File: src/rtl/fetch_ctrl_if.sv
// Bus bundle between the fetch controller, the instruction memory and decode.
// The master side is the fetch controller; the slave side is its environment.
interface fetch_ctrl_if;
  logic [31:0] imem_addr;
  logic [31:0] imem_data;
  logic        redirect_valid;
  logic [31:0] redirect_pc;
  logic        if_valid;
  logic [31:0] if_instr;
  logic [31:0] if_pc;
  logic        if_ready;
  logic        halted;

  modport master (
    output imem_addr,
    input  imem_data,
    input  redirect_valid,
    input  redirect_pc,
    output if_valid,
    output if_instr,
    output if_pc,
    input  if_ready,
    output halted
  );

  modport slave (
    input  imem_addr,
    output imem_data,
    output redirect_valid,
    output redirect_pc,
    input  if_valid,
    input  if_instr,
    input  if_pc,
    output if_ready,
    input  halted
  );
endinterface

File: src/rtl/fetch_ctrl.sv
// Instruction fetch controller: walks the PC through a combinational
// instruction memory, buffers up to two fetched {pc, instr} pairs for decode,
// honours redirects with a full flush, and stops after fetching HALT_PC.
module fetch_ctrl #(
  parameter logic [31:0] RESET_PC = 32'h0000_0000,
  parameter logic [31:0] HALT_PC  = 32'h0000_005C
) (
  input  logic         clk_i,
  input  logic         rst_ni,
  fetch_ctrl_if.master bus
);

  localparam logic [0:0]  StRun  = 1'b0;
  localparam logic [0:0]  StHalt = 1'b1;
  localparam logic [31:0] AlignMask      = 32'hFFFF_FFFC;
  localparam logic [31:0] ResetPcAligned = RESET_PC & AlignMask;
  localparam logic [31:0] HaltPcAligned  = HALT_PC & AlignMask;

  logic [31:0] pc_q, pc_d;
  logic [1:0]  count_q, count_d;
  logic [0:0]  state_q, state_d;
  logic [31:0] headPc_q, headPc_d;
  logic [31:0] headInstr_q, headInstr_d;
  logic [31:0] tailPc_q, tailPc_d;
  logic [31:0] tailInstr_q, tailInstr_d;

  logic doPop;
  logic doPush;

  assign doPop  = (count_q != 2'd0) && bus.if_ready;
  assign doPush = !bus.redirect_valid && (state_q == StRun) &&
                  ((count_q != 2'd2) || doPop);

  // Next-state: redirect flushes and retargets; otherwise push/pop the queue.
  always_comb begin
    pc_d        = pc_q;
    count_d     = count_q;
    state_d     = state_q;
    headPc_d    = headPc_q;
    headInstr_d = headInstr_q;
    tailPc_d    = tailPc_q;
    tailInstr_d = tailInstr_q;

    if (bus.redirect_valid) begin
      count_d = 2'd0;
      pc_d    = bus.redirect_pc & AlignMask;
      state_d = StRun;
    end else begin
      if (doPush) begin
        pc_d = pc_q + 32'd4;
        if (pc_q == HaltPcAligned) begin
          state_d = StHalt;
        end
      end

      case ({doPush, doPop})
        2'b11: begin
          if (count_q == 2'd2) begin
            headPc_d    = tailPc_q;
            headInstr_d = tailInstr_q;
            tailPc_d    = pc_q;
            tailInstr_d = bus.imem_data;
          end else begin
            headPc_d    = pc_q;
            headInstr_d = bus.imem_data;
          end
        end
        2'b10: begin
          if (count_q == 2'd0) begin
            headPc_d    = pc_q;
            headInstr_d = bus.imem_data;
          end else begin
            tailPc_d    = pc_q;
            tailInstr_d = bus.imem_data;
          end
          count_d = count_q + 2'd1;
        end
        2'b01: begin
          headPc_d    = tailPc_q;
          headInstr_d = tailInstr_q;
          count_d     = count_q - 2'd1;
        end
        default: begin
        end
      endcase
    end
  end

  // State registers; reset discards the whole queue immediately.
  always_ff @(posedge clk_i or negedge rst_ni) begin
    if (!rst_ni) begin
      pc_q        <= ResetPcAligned;
      count_q     <= 2'd0;
      state_q     <= StRun;
      headPc_q    <= 32'd0;
      headInstr_q <= 32'd0;
      tailPc_q    <= 32'd0;
      tailInstr_q <= 32'd0;
    end else begin
      pc_q        <= pc_d;
      count_q     <= count_d;
      state_q     <= state_d;
      headPc_q    <= headPc_d;
      headInstr_q <= headInstr_d;
      tailPc_q    <= tailPc_d;
      tailInstr_q <= tailInstr_d;
    end
  end

  assign bus.imem_addr = pc_q;
  assign bus.if_valid  = (count_q != 2'd0);
  assign bus.if_instr  = headInstr_q;
  assign bus.if_pc     = headPc_q;
  assign bus.halted    = (state_q == StHalt) && (count_q == 2'd0);

endmodule

File: src/flat_wrapper.sv
// flat-port wrapper written by rule: the top's interface ports become plain ports
module fetch_ctrl_flat 
#(
  parameter logic [31:0] RESET_PC = 32'h0000_0000,
  parameter logic [31:0] HALT_PC  = 32'h0000_005C
)
  (clk_i, rst_ni, bus_imem_addr, bus_imem_data, bus_redirect_valid, bus_redirect_pc, bus_if_valid, bus_if_instr, bus_if_pc, bus_if_ready, bus_halted);
  fetch_ctrl_if bus_i ();
  input  logic clk_i;
  input  logic rst_ni;
  output wire logic [$bits(bus_i.imem_addr)-1:0] bus_imem_addr;
  input wire logic [$bits(bus_i.imem_data)-1:0] bus_imem_data;
  input wire logic [$bits(bus_i.redirect_valid)-1:0] bus_redirect_valid;
  input wire logic [$bits(bus_i.redirect_pc)-1:0] bus_redirect_pc;
  output wire logic [$bits(bus_i.if_valid)-1:0] bus_if_valid;
  output wire logic [$bits(bus_i.if_instr)-1:0] bus_if_instr;
  output wire logic [$bits(bus_i.if_pc)-1:0] bus_if_pc;
  input wire logic [$bits(bus_i.if_ready)-1:0] bus_if_ready;
  output wire logic [$bits(bus_i.halted)-1:0] bus_halted;
  assign bus_imem_addr = bus_i.imem_addr;
  assign bus_i.imem_data = bus_imem_data;
  assign bus_i.redirect_valid = bus_redirect_valid;
  assign bus_i.redirect_pc = bus_redirect_pc;
  assign bus_if_valid = bus_i.if_valid;
  assign bus_if_instr = bus_i.if_instr;
  assign bus_if_pc = bus_i.if_pc;
  assign bus_i.if_ready = bus_if_ready;
  assign bus_halted = bus_i.halted;
  fetch_ctrl #(.RESET_PC(RESET_PC), .HALT_PC(HALT_PC)) u_core (.clk_i(clk_i), .rst_ni(rst_ni), .bus(bus_i));
endmodule
File: config.mk
export PLATFORM = sky130hd
export DESIGN_NAME = fetch_ctrl_flat
export DESIGN_NICKNAME = d
export VERILOG_FILES = /design/src/rtl/fetch_ctrl_if.sv /design/src/rtl/fetch_ctrl.sv /design/src/flat_wrapper.sv
export SDC_FILE = /design/constraint.sdc
export NUM_CORES = 1
export LEC_CHECK = 0
export ABC_AREA = 1
export CAP_MARGIN = 20
export CORE_AREA = 2 2 136 125
export DETAILED_ROUTE_END_ITERATION = 10
export DIE_AREA = 0 0 138 127
export DONT_BUFFER_PORTS = 1
export GPL_ROUTABILITY_DRIVEN = 0
export PLACE_DENSITY = 0.77
export SYNTH_ARGS = -nofsm -noshare
export SYNTH_HDL_FRONTEND = slang
export SYNTH_SLANG_ARGS = --single-unit
File: constraint.sdc
create_clock -name clk_i -period 2.2 [get_ports clk_i]
set_input_delay 0.22 -clock clk_i [delete_from_list [all_inputs] [get_ports clk_i]]
set_output_delay 0.22 -clock clk_i [all_outputs]
set_load 0.05 [all_outputs]
## Word-level counts from Yosys, hierarchy flattened

Cells that the tools add are included.

- Memories kept: 0
- Bits in latches: 0
- Logic and storage cells: 56
- Input port bits: 68
- Output and inout port bits: 98
- RAM bits: 0
- Bits in registers: 163
- Bits in read-only memories: 0

- Order comparisons: 0
- Div/mod/pow operators: 0
- Mux-type cells: 19
- Reductions and logical operators: 16
- Shift-type cells: 0
- Add/sub/neg operators: 3
- Bitwise gates (word level): 2
- $mul: 0
- Equality and inequality tests: 9

Operators by type and width:

| cell | count |
|---|---|
| two-way mux 32 bit | 10 |
| case mux 32 bit (3 select lines) | 2 |
| case mux 32 bit (2 select lines) | 2 |
| adder 32 x 3 -> 32 bit, second input constant | 1 |
| equality test 32 x 7 -> 1 bit, second input constant | 1 |
| nonzero test 2 bit | 4 |
| equality test 2 bit, second input constant | 3 |
| nonzero test 3 bit | 2 |
| logical AND 1 bit | 4 |
| != test 2 x 1 -> 1 bit, second input constant | 2 |
| != test 2 bit, second input constant | 2 |
| case mux 2 bit (2 select lines) | 1 |
| AND reduction 4 bit | 1 |
| two-way mux 1 bit | 3 |
| AND reduction 3 bit | 1 |
| adder 2 x 1 -> 2 bit, second input constant | 1 |
| equality test 2 x 1 -> 1 bit, second input constant | 1 |
| zero test 2 bit | 1 |
| two-way mux 2 bit | 1 |
| NOT 1 bit | 2 |
| AND reduction 2 bit | 1 |
| subtractor 2 x 1 -> 2 bit, second input constant | 1 |
| zero test 1 bit | 1 |
| logical OR 1 bit | 1 |

## Logic depth before layout (Yosys ltp)

Gate-level depths: netlist (run 1).

- Depth in word-level cells: 7
- Gate-level depth with buffers: 12

## Least setup slack after synthesis (run 1)

OpenSTA, ideal clock, no wires.

- Path kind: register -> register
- Start: register u_core.count_q[0]
- End: register u_core.headInstr_q[0], in the netlist u_core.bus.if_instr[0]
- Stages on the path, launching flop included: 12
- Setup time: 82 ps
- Arrival: 1977 ps
- Required time: 2118 ps
- Clock period less this slack: 2058 ps
- Buffers on the path: 3
- Setup slack: 142 ps
- Cell sequence: dfrtp_1 -> inv_2 -> nand2_2 -> o21ai_2 -> inv_1 -> buf_2 -> ha_1 -> inv_2 -> buf_2 -> clkbuf_1 -> nand2_1 -> a31oi_1

- Longest elaborated chain between the ends: 7
- Elaborated cells on any way between the ends: 15
- Classes of those cells: eq/ne (6); mux (2); reduce/logical (7)

RTL lines:

| element | line | RTL |
|---|---|---|
| from (decl) | fetch_ctrl.sv:20 | `logic [1:0] count_q, count_d;` |
| from (signal assigned) | fetch_ctrl.sv:101 | `count_q <= count_d;` |
| nonzero test 2 bit | fetch_ctrl.sv:30 | `assign doPop = (count_q != 2'd0) && bus.if_ready;` |
| logical AND 1 bit | fetch_ctrl.sv:30 |  |
| logical OR 1 bit | fetch_ctrl.sv:32 | `((count_q != 2'd2) \|\| doPop);` |
| logical AND 1 bit | fetch_ctrl.sv:31 | `assign doPush = !bus.redirect_valid && (state_q == StRun) &&` |
| equality test 2 bit or equality test 2 x 1 -> 1 bit (tied branches) | fetch_ctrl.sv:56 | `case ({doPush, doPop})` |
| != test 2 x 1 -> 1 bit (no source line) or nonzero test 3 bit (tied branches) | -- |  |
| AND reduction 3 bit (no source line) | -- |  |
| to (signal assigned) | fetch_ctrl.sv:104 | `headInstr_q <= headInstr_d;` |
| to (decl) | fetch_ctrl.sv:23 | `logic [31:0] headInstr_q, headInstr_d;` |

Parallel ways exist; a longest one is shown, timed or not.
A chain may end at the register's enable or synchronous reset.

## Final worst setup path (run 1)

- Start: register u_core.count_q[1]
- End: register u_core.tailPc_q[11]

- Longest elaborated chain between the ends: 7
- Elaborated cells on any way between the ends: 14
- Classes of those cells: eq/ne (6); mux (1); reduce/logical (7)

RTL lines:

| element | line | RTL |
|---|---|---|
| nonzero test 2 bit | fetch_ctrl.sv:30 |  |
| logical AND 1 bit | fetch_ctrl.sv:30 |  |
| logical OR 1 bit | fetch_ctrl.sv:32 |  |
| logical AND 1 bit | fetch_ctrl.sv:31 |  |
| equality test 2 bit | fetch_ctrl.sv:56 |  |
| != test 2 bit (no source line) (tied with other cells) | -- |  |
| AND reduction 4 bit (no source line) | -- |  |
| to (signal assigned) | fetch_ctrl.sv:105 | `tailPc_q <= tailPc_d;` |
| to (decl) | fetch_ctrl.sv:24 | `logic [31:0] tailPc_q, tailPc_d;` |

Parallel ways exist; a longest one is shown, timed or not.

==> qor.yml, run 1 <==
synth.most_common_cell: "nand2_1"
ys_async_sr_fraction_pct: 100
syn_area_mm2: 0.00872
grt_pass1_vias: 7814
grt_max_degree: 159
violations: "hold timing"
initial_core_util_pct: 54.6
worst_ep_required_time_ps: 2500
p_sw_uw: 6750
antenna_left: 0
worstSetupStartpointType: "flip-flop"
routed_wire_length_per_instance_um: 16.0
drive_above_1_share_pct: 8.00
drtIter0Drc: 716
clock_path_buffers: 2
setup_viol_count_final: 0
die_x_um: 138
insertion_delay_ps: 420
sw_frac_of_total_pct: 48.7
die_h_um: 127
finalCritPeriodShare_pct: 92.8
tightest_slew_ps: 714
hold_ws_ps: -513
fin_cells: 1457
crit_arrival_ps: 2340
synth_top_flop_cell: "dfrtp_1"
cts.repair.resized: 0
firstDrtPassIters: 5
powerDensity_mw_per_mm2: 1380
synthTopCellsByArea: "dfrtp_1 45%, nand2_1 15%, o21ai_0 11%, nor2_1 5.6%, a31oi_1 4.5%"
placedCellCount: 1395
hold_viol: 158
area.growth.synth_to_final_pct: 15.2
antennaDiodeCount: 0
final_max_slew_viol_count: 0
final.setup.tns_ps: 0
drt-vias-per-instance: 5.70
gr-total-overflow: 0
fin_nets: 1310
ys_seq_area_share_pct: 45.3
grt_pass1_wl_um: 38800
num_vias: 8305
ctsHoldBuffers: 30
synth_top_area_cell: "dfrtp_1"
wl_um: 23300
p_leak_uw: 0.00447
power_frac_seq_pct: 51.9
io_buffer_count: 0
ys_types: 33
coreArea_mm2: 0.0160
crit_type: "reg2reg"
final.setup.worst_slack_ps: 159
syn_inst: 1213
grt_use_total_pct: 27.1
dp_slack_ps: 176
dieArea_mm2: 0.0175
rows: 44
post_cts_buffers: 0
clkPwrFrac_pct: 21.6
syn-mean-instance-area_um2: 7.19
drc: 0
io-pin-count: 166
h-tree-depth: 4
period_needed_ps: 2040
cts_tree: "yes"
numCtsBuffers: 17
ys_seq_elements: 158
internal_power_uw: 7100
cp-startpoint: "u_core.count_q[1]"
cp-end-kind: "flip-flop"
total_power_uw: 13900
rsz0062_at_grt: "no"
grt_antenna_before_repair: 0
crit_fanout: 18
synth_commonest_cells: "341 x nand2_1, 197 x o21ai_0, 158 x dfrtp_1, 130 x nor2_1, 84 x inv_1"
maxCapViolCount: 0
combPwrFrac_pct: 26.5
max_freq_mhz: 490
cts_root_buf: "clkbuf_16"
status: "finished, violations left"
clk_pin_slew_worst_paths_ps: 70
reg2reg_from: "u_core.count_q[1]"
hpwl_um: 15000
finClkSkew_ps: 9.53
hold_path_class: "in2async"
synth_top_area_share_pct: 45.3
synth-edff-count: 0
cts_num_sinks: 158
ir_drop_uv: 825
synth_warnings: 0
relSlewSlack_pct: 52.4
## registers in the layout, indices dropped and copies added, names as in the netlist
name	count
u_core.tailInstr_q	32
u_core.tailPc_q	30
u_core.count_q	2
u_core.state_q	1
u_core.bus.if_pc	31
u_core.bus.if_instr	32
u_core.bus.imem_addr	30
## layer usage
| metal | GRT usage [%] | share of wire [%] |
|---|---|---|
| met5 | 0 | 0 |
| met4 | 9.66 | 2.7 |
| met3 | 6.52 | 7.8 |
| met2 | 42.5 | 46 |
| met1 | 37.1 | 44 |
## final cells by class
type                       count  area, µm²
tap                          207        259
sequential                   158       3950
multi-input combinational    885       4080
clock inverter                14        158
clock buffer                  18        439
fill                        1414       5920
inverter                      91        343
timing repair buffer          84        806
## power groups by stage
stage	Sequential [µW]	Clock, µW	Combinational (µW)
final	7190	3000	3670
after CTS	7180	3030	3660
after floorplan	7240	0	2490
after global routing	7350	3150	4170
after global placement	7180	0	3480
after detailed placement	7230	0	3600
## critical path: stages, from the launching register on
cell and delay, ps:
dfrtp_1 410, nor2_1 220, inv_2 60, nand2_1 160, inv_1 110, ha_1 250
o211ai_4 330, buf_4 270, o21ai_0 100
## placed cells by master (no fill, tap or decap), drive strengths merged
cell,n
xnor2,1
inv,92
nand3,36
clkinv,8
o2bb2ai,1
ha,5
o22ai,2
bufinv,2
o21bai,3
nand2,343
clkinvlp,3
a31oi,63
a21oi,71
conb,2
buf,54
nand4,6
dfrtp,158
o211ai,7
clkbuf,18
xor2,8
nor3b,1
dlygate4sd3,30
nor2,132
o21ai,199
o221ai,2
and2,1
nor3,2
## worst paths after layout
kind	depth (start not counted)	end	slack, ps
max in group asynchronous	0	u_core.bus.if_instr[26]	2530
setup / recovery	8	u_core.tailPc_q[11]	160
setup reg to reg	8	u_core.tailPc_q[11]	160
min in group clk_i	2	u_core.tailInstr_q[27]	10
hold reg to reg	2	u_core.tailPc_q[12]	510
hold / removal	0	u_core.bus.if_pc[9]	-510
## per-stage QoR
stage | hold slack (ps) | util [%] | cell area, µm²
global placement | -68.5 | 57.3 | 9150
CTS | -525 | 62.9 | 10000
finish | -513 | 62.9 | 10000
global route | -535 | 62.9 | 10000
detailed placement | -70.1 | 57.3 | 9150
floorplan | -75.6 | - | 8720
## cells by family after synthesis
logic type / after synthesis / share of synthesized area, %
AOI/OAI and AO/OA: 348 / 21.5
xor gates and xnor gates: 9 / 0.904
adders and majority gates: 5 / 0.717
buffers and inverters: 171 / 8.06
DFF: 158 / 45.3
other: 1 / 0.0430
and+or+nand+nor: 521 / 23.4
Note: power is estimated with default switching activity, not from simulation.
==> run 2: changes to the inputs <==
- REMOVE_ABC_BUFFERS: not set -> 1
- clock period: 2.2 -> 1.97 ns (I/O delays scaled with it)
==> run 2 against run 1 <==
  * The flow still finishes with violations (hold timing)
  * Count of clock-buffer cells in the layout is 3 higher
  * Wire length is 11% higher
  * First-iteration DRC count grew 13%
  * Die area unchanged
  * Sequential share of layout area is 2.1 points lower
  * Critical path depth up 2
  * Sequential power is 12% higher
  * Clock power rose by 2%
  * Power rose by 14%
  * Flip-flop and latch count unchanged
  * Highest routed layer unchanged
==> qor.yml, run 2 (same netlist as run 1, synthesis figures left out) <==
gr-usage-met3_pct: 8.36  # +1.8 points
fin_util_pct: 66.5  # +3.6 points
drt-vias-per-instance: 5.76  # +1.1%
use_met2_pct: 42.8  # +0.26 points
crit_type: "reg2reg"
max_freq_mhz: 523  # +6.8%
crit_slowest_cell: "dfrtp_1"
hpwl_um: 15700  # +4.9%
die_x_um: 138  # unchanged
hold_viol: 158  # unchanged
final_max_slew_viol_count: 0  # unchanged
numCtsBuffers: 17  # unchanged
layout_commonest_cell: "nand2_1"
use_met1_pct: 37.9  # +0.80 points
grt_antenna_before_repair: 0  # unchanged
placed_area_mm2: 0.00927  # +1.4%
period_needed_ps: 1910  # -130 ps
path_delay_family: "buffers and inverters"
crit_arrival_ps: 2210  # -130 ps
die_h_um: 127  # unchanged
hold_path_class: "in2async"
coreArea_mm2: 0.0160  # unchanged
cts_num_sinks: 158  # unchanged
rows: 44  # unchanged
powerDensity_mw_per_mm2: 1490  # +7.7%
grt_use_total_pct: 27.6  # +0.57 points
p_leak_uw: 0.00473  # +5.9%
drtIter0Drc: 810  # +13%
dp_slack_ps: -13.9  # -190 ps
grt_pass1_vias: 7710  # -1.3%
routed_wire_length_per_instance_um: 17.3  # +7.9%
finClkSkew_ps: 9.31  # -0.222 ps
ir_drop_uv: 886  # +7.3%
clk_pin_slew_worst_paths_ps: 60  # about the same
insertion_delay_ps: 430  # about the same
h-tree-depth: 4  # unchanged
gr-total-overflow: 0  # unchanged
io-pin-count: 166  # unchanged
initial_core_util_pct: 54.6  # unchanged
ctsHoldBuffers: 53  # +77%
finalCritPeriodShare_pct: 97.0  # +4.2 points
cp-end-kind: "flip-flop"
grt-busiest-layer: "met2"
final_cell_mix: "339 x nand2_1, 194 x o21ai_0, 158 x dfrtp_1, 129 x nor2_1, 83 x inv_1"
clock_path_buffers: 2  # unchanged
setup_viol_count_final: 0  # unchanged
antennaDiodeCount: 0  # unchanged
crit_fanout: 20  # +2
grt_pass1_wl_um: 39400  # +1.3%
firstDrtPassIters: 7  # +2
wl_um: 25900  # +11%
critPathBufInv: 5  # +2
maxCapViolCount: 0  # unchanged
cts_root_buf: "clkbuf_16"
dieArea_mm2: 0.0175  # unchanged
worstSetupStartpointType: "flip-flop"
num_vias: 8641  # +4.0%
drive_above_1_share_pct: 9.75  # +1.8 points
io_buffer_count: 0  # unchanged
antenna_left: 0  # unchanged
crit_path_cell_trace: "inv_2, nand2_4, o21ai_4, inv_2, ha_4, buf_4, o211ai_4, clkbuf_16, clkbuf_16, o21ai_0"
area.growth.synth_to_final_pct: 21.8
fin_nets: 1354  # +3.4%
worst_ep_required_time_ps: 2270  # -230 ps
grt_max_degree: 159  # unchanged
design_area_mm2: 0.0106  # +5.7%
hold_ws_ps: -540  # -27.2 ps
status: "finished, violations left"
final.setup.worst_slack_ps: 59.0  # -100 ps
drc: 0  # unchanged
final.setup.tns_ps: 0  # unchanged
relSlewSlack_pct: 41.1  # -11 points
violations: "hold timing"
cts_tree: "yes"
slowest_delay_ps: 410  # about the same
tightest_slew_ps: 880  # +166 ps
-- run 2: changes by cell type in the layout (fill, tap and decap cells not counted), moves of 3 or more --
cell	change
buf_16	+3
buf_4	+7
buf_6	+3
clkbuf_16	+7
clkinv_4	-4
dlygate4sd3_1	+23
o21ai_0	-3
o21ai_1	+3
-- run 2: repair_timing --
action | 4_1_cts | 5_1_grt
pin swaps | 1 | 8
hold endpoints to repair | 213 | 158
buffers inserted | 1 | 1
endpoints found under the setup margin | 4 | 125
cloned | 0 | 7
gates resized for setup | 2 | 20
-- run 2: final timing paths --
check / startpoint / endpoint / slack (ps) / depth (start not counted)
max in group asynchronous: rst_ni / u_core.tailInstr_q[8] / 2230 / 0
max: u_core.count_q[0] / u_core.tailPc_q[19] / 60 / 10
min in group clk_i: bus_redirect_pc[26] / u_core.bus.imem_addr[26] / 10 / 4
min: rst_ni / u_core.bus.if_instr[3] / -540 / 0
min reg2reg: u_core.tailInstr_q[1] / u_core.tailInstr_q[1] / 510 / 2
max reg2reg: u_core.count_q[0] / u_core.tailPc_q[19] / 60 / 10
-- run 2: area by class of cell --
cell class                      instances  area [µm²]
Clock inverter                          9        61.3
Inverter                               91         347
Sequential cell                       158        3950
Clock buffer                           21         470
Multi-Input combinational cell        885        4130
Tap cell                              207         259
Fill cell                            1330        5350
Timing Repair Buffer                  128        1400
-- run 2: stage by stage --
stage	power (µW)	std cells
after CTS	15400	1491
after detailed placement	12300	1407
after floorplan	10700	1134
final	15800	1499
after global routing	16600	1499
after global placement	12000	1407
-- run 2: routing by layer --
| layer | vias up | share of wire [%] |
|---|---|---|
| met1 | 4027 | 44 |
| met3 | 53 | 9.3 |
| met2 | 428 | 45 |
| li1 | 4133 | - |
| met5 | - | 0 |
| met4 | 0 | 1.8 |
-- run 2: worst register-to-register path, stage by stage (launching register included) --
cell and delay (ps):
dfrtp_1 410, inv_2 90, nand2_4 60, o21ai_4 140
inv_2 80, ha_4 170, buf_4 140, o211ai_4 220
clkbuf_16 200, clkbuf_16 180, o21ai_0 90
-- run 2: report_power, final --
| part | internal [µW] | switching (µW) | leakage (µW) |
|---|---|---|---|
| Combinational | 1780 | 2860 | 0.00259 |
| Sequential | 4570 | 3500 | 0.00188 |
| Clock | 1700 | 1370 | 0.000262 |
| Total | 8050 | 7730 | 0.00473 |
==> run 3: changes to the inputs <==
- HOLD_SLACK_MARGIN: not set -> 0.1
==> run 3 against run 2 <==
  * The run still ends with hold timing left
  * Fmax shrank 0.34%
  * Global-route usage grew 0.25 points
  * Via count grew 0.41%
  * Final area grew 0.90%
  * Core utilization grew 0.60 points
  * Clock skew is essentially flat
  * Critical path depth is the same
  * Final cell count grew 0.67%
  * Highest routed layer unchanged
==> qor.yml, run 3 (same netlist as run 1, synthesis figures left out) <==
setup_viol_count_final: 0  # unchanged
num-fill-cells: 1311  # -1.4%
placed_area_mm2: 0.00927  # unchanged
final_max_slew_viol_count: 0  # unchanged
grt_pass1_vias: 7810  # +1.3%
grt_antenna_before_repair: 0  # unchanged
cts_num_sinks: 158  # unchanged
cts_tree: "yes"
hpwl_um: 15700  # unchanged
grt_use_total_pct: 27.9  # +0.25 points
finClkSkew_ps: 9.77  # +0.460 ps
h-tree-depth: 4  # unchanged
final.setup.worst_slack_ps: 52.5  # -6.54 ps
final.setup.tns_ps: 0  # unchanged
grt_max_degree: 159  # unchanged
layout_commonest_cell: "nand2_1"
firstDrtPassIters: 6  # -1
drtIter0Drc: 832  # +2.7%
numCtsBuffers: 17  # unchanged
cts_root_buf: "clkbuf_16"
hold_viol: 158  # unchanged
coreArea_mm2: 0.0160  # unchanged
wirelength_met1_um: 11200  # -0.90%
status: "finished, violations left"
tightest_slew_ps: 877  # -3.13 ps
worst_ep_required_time_ps: 2270  # about the same
hold_ws_ps: -540  # +0.134 ps
final_cell_mix: "339 x nand2_1, 196 x o21ai_0, 158 x dfrtp_1, 129 x nor2_1, 83 x inv_1"
worstSetupStartpointType: "flip-flop"
hold_path_class: "in2async"
crit_fanout: 20  # unchanged
p_leak_uw: 0.00478  # +0.95%
relSlewSlack_pct: 41.4  # +0.21 points
design_area_mm2: 0.0107  # +0.90%
violations: "hold timing"
drive_above_1_share_pct: 9.60  # -0.15 points
rsz0062_at_grt: "yes"
finalCritPeriodShare_pct: 97.3  # +0.33 points
rows: 44  # unchanged
highest_layer: "met4"
antenna_left: 0  # unchanged
io-pin-count: 166  # unchanged
fin_util_pct: 67.1  # +0.60 points
multiInputGateArea_mm2: 0.00412  # -0.30%
dp_slack_ps: -13.9  # unchanged
period_needed_ps: 1920  # +6.54 ps
dieArea_mm2: 0.0175  # unchanged
wl_um: 26100  # +0.88%
dr_wl_met3_um: 2660  # +9.8%
num_vias: 8676  # +0.41%
area.growth.synth_to_final_pct: 22.9
die_x_um: 138  # unchanged
ctsHoldBuffers: 63  # +19%
routed_wire_length_per_instance_um: 17.3  # +0.21%
cp-end-kind: "flip-flop"
initial_core_util_pct: 54.6  # unchanged
die_h_um: 127  # unchanged
clk_pin_slew_worst_paths_ps: 60  # about the same
ir_drop_uv: 891  # +0.62%
gr-total-overflow: 0  # unchanged
drc: 0  # unchanged
crit_arrival_ps: 2220  # about the same
io_buffer_count: 0  # unchanged
maxCapViolCount: 0  # unchanged
crit_type: "reg2reg"
max_freq_mhz: 522  # -0.34%
dr_wl_met2_um: 11800  # +0.84%
regArea_mm2: 0.00395  # unchanged
clock_path_buffers: 2  # unchanged
antennaDiodeCount: 0  # unchanged
fin_nets: 1364  # +0.74%
grt_pass1_wl_um: 39700  # +0.93%
powerDensity_mw_per_mm2: 1480  # -0.72%
insertion_delay_ps: 430  # about the same
drt-vias-per-instance: 5.75  # -0.26%
run 3: layout make-up:
class,instances,share of cell area [%]
Inverter,91,3.23
Timing Repair Buffer,138,14.1
Clock buffer,21,4.39
Sequential cell,158,36.9
Multi-Input combinational cell,885,38.4
Tap cell,207,2.42
Clock inverter,9,0.572
run 3: per-layer routing:
metal  vias up  track usage (%)
li1       4153                -
met1      4044             37.9
met2       430             43.7
met3        49             8.28
met4         0             8.34
met5         -                0
run 3: what timing repair did:
action / 4_1_cts / 5_1_grt
gates resized for setup: 2 / 18
endpoints found under the setup margin: 4 / 125
hold endpoints to repair: 250 / 158
setup buffers: 1 / 1
gates cloned: 0 / 7
pin swaps: 1 / 12
run 3: path summary, 6_finish.rpt:
| check | to | slack (ps) | start | depth (start not counted) |
|---|---|---|---|---|
| max | u_core.tailPc_q[19] | 50 | u_core.count_q[0] | 10 |
| min | u_core.bus.if_instr[3] | -540 | rst_ni | 0 |
| max reg2reg | u_core.tailPc_q[19] | 50 | u_core.count_q[0] | 10 |
| min reg2reg | u_core.tailInstr_q[27] | 510 | u_core.tailInstr_q[27] | 2 |
| max in group asynchronous | u_core.bus.imem_addr[5] | 2290 | rst_ni | 0 |
| min in group clk_i | u_core.state_q | 160 | bus_redirect_valid | 4 |
run 3: power breakdown:
group | internal [µW] | switching, µW
logic | 1790 | 2880
registers | 4570 | 3490
clock network | 1700 | 1380
total | 8060 | 7750
run 3: worst max-delay path: stages (launching register included):
cell       delay (ps)
dfrtp_1           410
inv_2              90
nand2_4            60
o21ai_4           130
inv_2              70
ha_2              190
buf_4             140
o211ai_4          220
clkbuf_16         200
clkbuf_16         170
o21ai_0            90
run 3: through the flow:
step                instances  total power (µW)
floorplan                1134             10700
global placement         1407             12000
detailed placement       1407             12300
CTS                      1501             15400
global route             1509             16700
finish                   1509             15800
